File: config.mk
export PLATFORM = sky130hd
export DESIGN_NAME = aes_key_sched_ctrl
export DESIGN_NICKNAME = d
export VERILOG_FILES = /design/src/rtl/aes_pkg.sv /design/src/rtl/aes_rk_store.sv /design/src/rtl/aes_key_sched_ctrl.sv
export SDC_FILE = /design/constraint.sdc
export NUM_CORES = 2
export LEC_CHECK = 0
export BUFFER_PORTS_ARGS = -buffer_cell sky130_fd_sc_hd__buf_2
export CAP_MARGIN = 20
export CORE_MARGIN = 4
export CORE_UTILIZATION = 47
export DETAILED_ROUTE_END_ITERATION = 10
export GPL_TIMING_DRIVEN = 0
export PLACE_DENSITY = 0.73
export SYNTH_ARGS = -nofsm -noshare
export SYNTH_HDL_FRONTEND = slang
export SYNTH_SLANG_ARGS = --single-unit
File: constraint.sdc
create_clock -name clk -period 2.4 [get_ports clk]
set_clock_uncertainty 0.05 [all_clocks]
set_input_delay 0.12 -clock clk [delete_from_list [all_inputs] [get_ports clk]]
set_output_delay 0.12 -clock clk [all_outputs]
set_load 0.01 [all_outputs]
File: src/rtl/aes_pkg.sv
// Shared AES key-schedule definitions: mode encodings, round counts and the
// sequencer state type.
package aes_pkg;

  localparam logic [1:0] AES128 = 2'd0;
  localparam logic [1:0] AES192 = 2'd2;
  localparam logic [1:0] AES256 = 2'd3;

  localparam logic [3:0] NR_128 = 4'd10;
  localparam logic [3:0] NR_192 = 4'd12;
  localparam logic [3:0] NR_256 = 4'd14;

  typedef enum logic [2:0] {
    ST_IDLE,
    ST_INIT,
    ST_SET,
    ST_RUN,
    ST_FLUSH,
    ST_READY
  } ks_state_e;

  // Number of cipher rounds for a mode; mode 1 is treated as AES-128.
  function automatic logic [3:0] nr_of_mode(input logic [1:0] mode);
    logic [3:0] nr;
    case (mode)
      AES192:       nr = NR_192;
      AES256:       nr = NR_256;
      AES128, 2'd1: nr = NR_128;
      default:      nr = NR_128;
    endcase
    return nr;
  endfunction

endpackage

File: src/rtl/aes_rk_store.sv
// Round-key register file: one synchronous write port, one registered read
// port. Reads beyond the last entry or beyond the active round count give 0.
module aes_rk_store #(
  parameter int RK_W   = 128,
  parameter int RK_NUM = 15,
  parameter int IDX_W  = 4
) (
  input  logic             clk,
  input  logic             rst_n,
  input  logic             wr_en,
  input  logic [IDX_W-1:0] wr_idx,
  input  logic [RK_W-1:0]  wr_data,
  input  logic [IDX_W-1:0] rd_idx,
  input  logic [IDX_W-1:0] rd_lim,
  output logic [RK_W-1:0]  rd_data
);

  localparam logic [IDX_W-1:0] LAST_IDX = IDX_W'(RK_NUM - 1);

  logic [RK_W-1:0] mem_q [RK_NUM];
  logic [RK_W-1:0] rd_data_q;
  logic [RK_W-1:0] rd_data_d;
  logic            rd_in_range;

  // Entry write; the whole array clears on reset so no stale schedule survives.
  always_ff @(posedge clk or negedge rst_n) begin
    if (!rst_n) begin
      for (int i = 0; i < RK_NUM; i++) begin
        mem_q[i] <= '0;
      end
    end else if (wr_en && (wr_idx <= LAST_IDX)) begin
      mem_q[wr_idx] <= wr_data;
    end
  end

  // Read mux with range gating against both store depth and round count.
  always_comb begin
    rd_in_range = (rd_idx <= LAST_IDX) && (rd_idx <= rd_lim);
    rd_data_d   = '0;
    if (rd_in_range) begin
      rd_data_d = mem_q[rd_idx];
    end
  end

  // Registered read data, one cycle after the index is presented.
  always_ff @(posedge clk or negedge rst_n) begin
    if (!rst_n) begin
      rd_data_q <= '0;
    end else begin
      rd_data_q <= rd_data_d;
    end
  end

  assign rd_data = rd_data_q;

endmodule

File: src/rtl/aes_key_sched_ctrl.sv
// AES key-schedule sequencer: drives keyExpansion through rounds 0..Nr,
// captures each registered round key into the store, and serves random
// access reads for the cipher core.
module aes_key_sched_ctrl
  import aes_pkg::*;
#(
  parameter int KEY_W  = 256,
  parameter int RK_W   = 128,
  parameter int RK_NUM = 15
) (
  input  logic             clk,
  input  logic             rst_n,
  input  logic             start,
  input  logic [1:0]       mode_in,
  input  logic [KEY_W-1:0] key_in,
  output logic             busy,
  output logic             keys_ready,
  output logic [3:0]       num_rounds,
  output logic [4:0]       exp_round,
  output logic [KEY_W-1:0] exp_key,
  output logic             exp_init,
  output logic             exp_set,
  output logic [1:0]       exp_mode,
  input  logic [RK_W-1:0]  exp_roundkey,
  input  logic [3:0]       rd_idx,
  output logic [RK_W-1:0]  rd_key
);

  ks_state_e        state_q, state_d;
  logic [4:0]       round_q, round_d;
  logic [3:0]       nr_q, nr_d;
  logic [KEY_W-1:0] key_q, key_d;
  logic [1:0]       mode_q, mode_d;
  logic             drive;
  logic             vld_p1_q;
  logic [3:0]       idx_p1_q;

  // Control and latched-request registers.
  always_ff @(posedge clk or negedge rst_n) begin
    if (!rst_n) begin
      state_q  <= ST_IDLE;
      round_q  <= '0;
      nr_q     <= '0;
      key_q    <= '0;
      mode_q   <= '0;
      vld_p1_q <= 1'b0;
    end else begin
      state_q  <= state_d;
      round_q  <= round_d;
      nr_q     <= nr_d;
      key_q    <= key_d;
      mode_q   <= mode_d;
      vld_p1_q <= drive;
    end
  end

  // --- capture stage p1: keyExpansion output lags the driven round by one cycle
  // Index travels with the write strobe; it only matters while vld_p1_q is set.
  always_ff @(posedge clk) begin
    idx_p1_q <= round_q[3:0];
  end

  // Sequencer next-state: accept in IDLE/READY, then walk rounds 0..Nr.
  always_comb begin
    state_d = state_q;
    round_d = round_q;
    nr_d    = nr_q;
    key_d   = key_q;
    mode_d  = mode_q;
    case (state_q)
      ST_IDLE, ST_READY: begin
        if (start) begin
          state_d = ST_INIT;
          round_d = '0;
          nr_d    = nr_of_mode(mode_in);
          key_d   = key_in;
          mode_d  = mode_in;
        end
      end
      ST_INIT: begin
        round_d = 5'd1;
        // Wider keys need an extra load step before the iterative rounds.
        if ((mode_q == AES192) || (mode_q == AES256)) begin
          state_d = ST_SET;
        end else begin
          state_d = ST_RUN;
        end
      end
      ST_SET: begin
        round_d = 5'd2;
        state_d = ST_RUN;
      end
      ST_RUN: begin
        if (round_q == {1'b0, nr_q}) begin
          state_d = ST_FLUSH;
        end else begin
          round_d = round_q + 5'd1;
        end
      end
      ST_FLUSH: begin
        state_d = ST_READY;
      end
      default: begin
        state_d = ST_IDLE;
      end
    endcase
  end

  // Output decode from the registered state.
  always_comb begin
    busy       = 1'b0;
    keys_ready = 1'b0;
    exp_init   = 1'b0;
    exp_set    = 1'b0;
    drive      = 1'b0;
    case (state_q)
      ST_INIT: begin
        busy     = 1'b1;
        exp_init = 1'b1;
        drive    = 1'b1;
      end
      ST_SET: begin
        busy    = 1'b1;
        exp_set = 1'b1;
        drive   = 1'b1;
      end
      ST_RUN: begin
        busy  = 1'b1;
        drive = 1'b1;
      end
      ST_FLUSH: begin
        busy = 1'b1;
      end
      ST_READY: begin
        keys_ready = 1'b1;
      end
      default: begin
        busy = 1'b0;
      end
    endcase
  end

  assign exp_round  = round_q;
  assign exp_key    = key_q;
  assign exp_mode   = mode_q;
  assign num_rounds = nr_q;

  aes_rk_store #(
    .RK_W   (RK_W),
    .RK_NUM (RK_NUM),
    .IDX_W  (4)
  ) u_store (
    .clk     (clk),
    .rst_n   (rst_n),
    .wr_en   (vld_p1_q),
    .wr_idx  (idx_p1_q),
    .wr_data (exp_roundkey),
    .rd_idx  (rd_idx),
    .rd_lim  (nr_q),
    .rd_data (rd_key)
  );

endmodule

# ---- Word level (Yosys, flattened, before mapping)
# Cells that the tools add are included.
dict set report totals {
  wordCells 80
  reg_bits 2323
  out_inout_bits 399
}
dict set report op_classes {
  add_sub_neg 1
  mux 20
  bitwise_logic 2
  n_reduce_logical 14
  magnitude_cmp 6
  n_eq_ne 14
}
# op count
set op_table {}
lappend op_table {{$bwmux 1920} 1}
lappend op_table {{$bmux 128 s4} 1}
lappend op_table {{$demux 128 s4} 1}
lappend op_table {{$mux 128} 4}
lappend op_table {{$pmux 5 s4} 1}
lappend op_table {{$pmux 3 s5} 1}
lappend op_table {{$pmux 4 s3} 1}
lappend op_table {{$ge 5x5->1 const B} 2}
lappend op_table {{$mux 5} 2}
lappend op_table {{$not 4->5} 2}
lappend op_table {{$eq 2x2->1 const B} 4}
lappend op_table {{$le 4x4->1 const B} 2}
lappend op_table {{$eq 3x2->1 const B} 2}
lappend op_table {{$eq 3x3->1 const B} 2}
lappend op_table {{$mux 1} 6}
lappend op_table {{$mux 3} 2}
lappend op_table {{$ne 2x2->1 const B} 3}
lappend op_table {{$add 5x1->5 const B} 1}
lappend op_table {{$eq 5x4->1} 1}
lappend op_table {{$lt 5x1->1 const B} 1}
lappend op_table {{$le 4x4->1} 1}
lappend op_table {{$reduce_and 2->1} 2}
lappend op_table {{$reduce_bool 4->1} 1}
lappend op_table {{$reduce_or 2->1} 2}
lappend op_table {{other kinds (9)} 11}

# ---- Depth between registers and ports, before layout
dict set report depth {
  depth_word 6
  ltp_mapped 11
  mapped_depth_nobuf 6
}

# ---- Modules after synthesis
# A second synthesis with hierarchy kept.
dict set report hier_totals {
  hier_cells 6465
  area_unflattened_um2 101204.6
}
# module area_each_um2 cells_each n_inst
set by_module_without_submodules {}
lappend by_module_without_submodules {aes_rk_store 90789.6 5838 1}
lappend by_module_without_submodules {aes_key_sched_ctrl 10415.0 627 1}

# ---- Worst setup path before layout
# Ideal clock, no wire load.
dict set report synth_timing {
  kind {in2reg}
  startpoint {input rd_idx[1]}
  endpoint {register u_store.rd_data_q[100], in the netlist u_store.rd_data[100]}
  cell_stages 9
  setup_ns 0.142
  path_slack_ns 0.123
  arrival_time_ns 2.084
  n_path_buf 5
  cell_sequence {buf_2 -> inv_1 -> clkbuf_1 -> buf_2 -> ha_1 -> a32oi_1 -> clkbuf_1 -> clkbuf_1 -> nor3_1}
}
dict set report synth_via {
  elab_chain_len 5
}
# element line
set synth_rtl {}
lappend synth_rtl {{start, declared} aes_key_sched_ctrl.sv:25} ;# input logic [3:0] rd_idx,
lappend synth_rtl {{$not 4->5 (not written as such)} aes_rk_store.sv:41} ;# rd_data_d = mem_q[rd_idx];
lappend synth_rtl {{$bmux 128 s4} aes_rk_store.sv:41}
lappend synth_rtl {{$mux 128 (not written as such) (2 in series)} aes_rk_store.sv:41}
lappend synth_rtl {{$mux 128 *} aes_rk_store.sv:40} ;# if (rd_in_range) begin
lappend synth_rtl {{net u_store.rd_data_d[100]} aes_rk_store.sv:22} ;# logic [RK_W-1:0] rd_data_d;
lappend synth_rtl {{end signal, assigned} aes_rk_store.sv:50} ;# rd_data_q <= rd_data_d;
lappend synth_rtl {{end, declared} aes_rk_store.sv:21} ;# logic [RK_W-1:0] rd_data_q;
# The timed path passes the listed nets; every way through them passes the cells marked *. The select of a mux whose other input is x is not followed.
# A chain may end at the register's enable or synchronous reset.

# ---- Worst setup path after layout
dict set report layout_timing {
  startpoint {register nr_q[2], in the netlist num_rounds[2]}
  endpoint {register u_store.rd_data_q[86], in the netlist u_store.rd_data[86]}
}
dict set report layout_via {
  elab_chain_len 3
}
# element line
set layout_rtl {}
lappend layout_rtl {{start, declared} aes_key_sched_ctrl.sv:31} ;# logic [3:0] nr_q, nr_d;
lappend layout_rtl {{start signal, assigned} aes_key_sched_ctrl.sv:50} ;# nr_q <= nr_d;
lappend layout_rtl {{$le 4x4->1} aes_rk_store.sv:38} ;# rd_in_range = (rd_idx <= LAST_IDX) && (rd_idx <= rd_lim);
lappend layout_rtl {{$logic_and 1x1->1} aes_rk_store.sv:38}
lappend layout_rtl {{$mux 128} aes_rk_store.sv:40}
lappend layout_rtl {{net u_store.rd_data_d[86]} aes_rk_store.sv:22}
# The timed path passes the listed nets, and every way through them passes these cells.

==> out/results.txt <==
Outcome - finished, violations left
Failing checks - hold timing
Comb power frac - 29.9%
Routed WL - 331 mm
Core area - 0.213 mm²
Final hold viol count - 613
Syn Std Cell Area - 0.101 mm²
CTS tree - built
Layout cells sized above 1 - 46.1%
Max-cap check violation count - 0
Vias after detailed routing - 67000
Dpl hpwl - 236 mm
Post-Layout Cell Count - 11400
Layout overhead on the synthesized area - 22.1%
Root Driver - clkbuf_16
Iteration-0 DRC Markers - 5725
Post-CTS Hold Fix Bufs - 530
Vias/cell - 5.87
Register area - 0.0581 mm²
# rows - 169
Largest net degree at the start of global routing - 178
Placer Congestion - 0.994
Sw frac - 30.9%
Setup TNS - 0 ps
Placed insts - 10400
Antenna Violating Nets Remaining - 0
Sequential area share after synthesis - 57.6%
Reg clk slew, reported paths - 60 ps
WHS - -881 ps
Pwr per Cell Area - 1190 mW/mm²
Critical Path RT - 3090 ps
Die height - 471 µm
Endpoint class of the critical path - flop
Worst VDD drop - 781 µV
Num CTS Buffers - 233
Seq pwr share - 43.5%
Clock power frac - 26.6%
Starting Density - 47.4%
CP Class - reg2reg
Synth warn - 0
Final setup viols - 0
First-pass GRT wire length - 485 mm
Placed inst area - 0.109 mm²
CP startpoint kind - flop
CTS Buffer Depth - 3
Clock tree sinks - 2322
Hold Crit Class - in2async
Post-route minimum period - 2390 ps
Max frequency - 419 MHz
Design Area, Final - 0.123 mm²
Multi-input gate area - 0.0394 mm²
Unique cell type count in the Yosys netlist - 51
Int Pwr - 0.101 W
Die Width - 471 µm
Max-slew violation count - 0
Max-slew headroom - 21.1%
Worst-Skew Late Latency - 880 ps
Drt wl/cell - 28.9 µm
Post-synthesis instance total - 6759
Switching power - 0.0451 W
Nets - 8745
IO Port Bufs - 788
Worst-Margin Slew - 1180 ps
Vias in the first global route - 69900
Drt drc - 0
Initial antenna violation count - 100
Total gr overflow - 0
Synthesized net count - 7156
H-tree lvl count - 4
#FFs+latches synth - 2322
Die area - 0.222 mm²
DRT Pass-1 Iters - 5
Syn Area/Cell - 14.9 µm²
Total track usage - 29.4%
CP max FO - 10
Main synth FF type - dfrtp_1
FILL cells - 16400
Final Cycle Share - 99.4%
Post-synth ARST share - 99.8%
P_leak - 56.8 nW
Post-synth EDFFs - 0
Core Util, Final - 57.9%
Ports - 792
CP arrival - 3080 ps
==> power by group through the flow <==
stage	clock, W	combinational (W)	sequential (W)
6_report	0.0388	0.0438	0.0636
5_1_grt	0.0410	0.0466	0.0650
4_1_cts	0.0393	0.0436	0.0631
3_5_place_dp	0	0.0422	0.0637
3_3_place_gp	0	0.0404	0.0632
2_1_floorplan	0	0.0272	0.0624
==> area by class of cell <==
class,instances,share of cell area (%)
antenna,49,0.0996
buffer,626,2.55
clock buffer,328,5.44
clock inverter,108,1.26
inverter,136,0.415
multi-input combinational,3675,32.0
sequential,2322,47.2
tap,2821,2.87
timing repair buffer,1354,8.19
==> sequential cells by signal (all words and copies together) (netlist names) <==
name,count
exp_key,256
u_store.mem_q,1920
num_rounds,3
u_store.rd_data,128
exp_mode,2
exp_round,5
vld_p1_q,1
state_q,3
idx_p1_q,4
==> per-layer routing <==
metal / routed length, µm / GRT usage, % / up-vias
met4: 15200 / 11.9 / 46
li1: - / - / 28100
met2: 145000 / 43.5 / 2649
met3: 26300 / 7.81 / 725
met5: 317 / 0 / -
met1: 143000 / 41.5 / 35500
==> cell usage after synthesis, types with 2 or more instances <==
master,count,area share (%)
xor2_1,4,0.035
a221oi_2,25,0.37
nor2b_1,5,0.031
nor3_2,7,0.070
inv_1,136,0.51
a31oi_1,3,0.019
o21ai_0,131,0.65
o221ai_1,127,1.1
dfrtp_1,2318,58
nor3_1,122,0.61
buf_6,21,0.23
a21oi_1,131,0.65
nor2_1,16,0.060
nand3_1,5,0.025
buf_4,37,0.28
o211ai_1,3,0.022
dfxtp_1,4,0.079
buf_1,14,0.052
nor3b_1,2,0.015
mux2i_1,384,3.8
ha_1,4,0.050
and3_1,2,0.012
a221oi_1,102,0.89
clkbuf_1,290,1.1
xnor2_1,3,0.026
nand2b_1,9,0.056
clkbuf_4,4,0.030
or2_2,2,0.012
a22o_1,127,1.1
mux4_2,256,5.7
nand3b_1,3,0.022
mux2_2,2052,23
nand2_1,133,0.50
buf_2,260,1.3
==> critical path, stage by stage (launching register included) <==
cell and delay [ps]:
dfrtp_1 370, inv_1 80, ha_1 310, nor2b_1 140
o21ai_1 170, a32oi_1 110, clkbuf_8 260, buf_16 210
clkbuf_8 190, nor3_1 360
==> cell families (layout without fill, tap and decap cells) <==
family	count (synthesis)	in the layout	synth area share, %
multiplexers	2692	2692	32.5
XOR/XNOR	7	7	0.0608
AND/OR/NAND/NOR	311	311	1.44
other	1	50	0.00372
buffers and inverters	762	2552	3.47
flip-flops	2322	2322	57.6
AO/OA/AOI/OAI	660	660	4.91
adder cells (fa/ha/maj)	4	4	0.0496
==> stage by stage <==
stage	hold slack (ps)	setup slack (ps)	power, W
CTS	-889	-1.98	0.146
detailed placement	46.3	-1690	0.106
finish	-881	14.9	0.146
floorplan	-226	123	0.0896
global placement	278	-48740	0.104
global route	-856	-5.27	0.153
==> worst paths after layout <==
path                                                start                         endpoint  slack, ps  cells after the start
max                             num_rounds[2]$_DFFE_PN0P_    u_store.rd_data[86]$_DFF_PN0_         10                      9
min                                                 rst_n  u_store.mem_q[1003]$_DFFE_PN0P_       -880                      1
max reg2reg                     num_rounds[2]$_DFFE_PN0P_    u_store.rd_data[86]$_DFF_PN0_         10                      9
min reg2reg                u_store.mem_q[316]$_DFFE_PN0P_   u_store.mem_q[316]$_DFFE_PN0P_        450                      1
max in group asynchronous                           rst_n   u_store.mem_q[682]$_DFFE_PN0P_        610                      5
min in group clk                               key_in[53]          exp_key[53]$_DFFE_PN0P_         40                      3
==> cell usage in the layout, fill, tap and decap left out, drive strengths merged, types with 2 or more instances in the layout <==
cell,n
ha,4
mux2,2052
nand3,5
or2,2
a21oi,131
bufinv,31
o21ai,131
mux4,256
clkinvlp,6
dlygate4sd3,530
xor2,4
o221ai,127
dfrtp,2318
nor3b,2
nor3,129
nand2,133
nand2b,9
inv,142
and3,2
clkinv,65
nor2b,5
clkbuf,621
nor2,18
nand3b,3
a31oi,3
buf,1155
dfxtp,4
o211ai,3
mux2i,384
xnor2,3
a221oi,127
a22o,127
diode,49
==> timing repair <==
action                     4_1_cts  5_1_grt
gates cloned                     1        2
pin swaps                        3        2
buffers inserted                 3        3
setup endpoints to repair      705      557
resized for setup               70       27
hold endpoints to repair      2791      613
No activity file was read; power rests on OpenSTA's default activity.
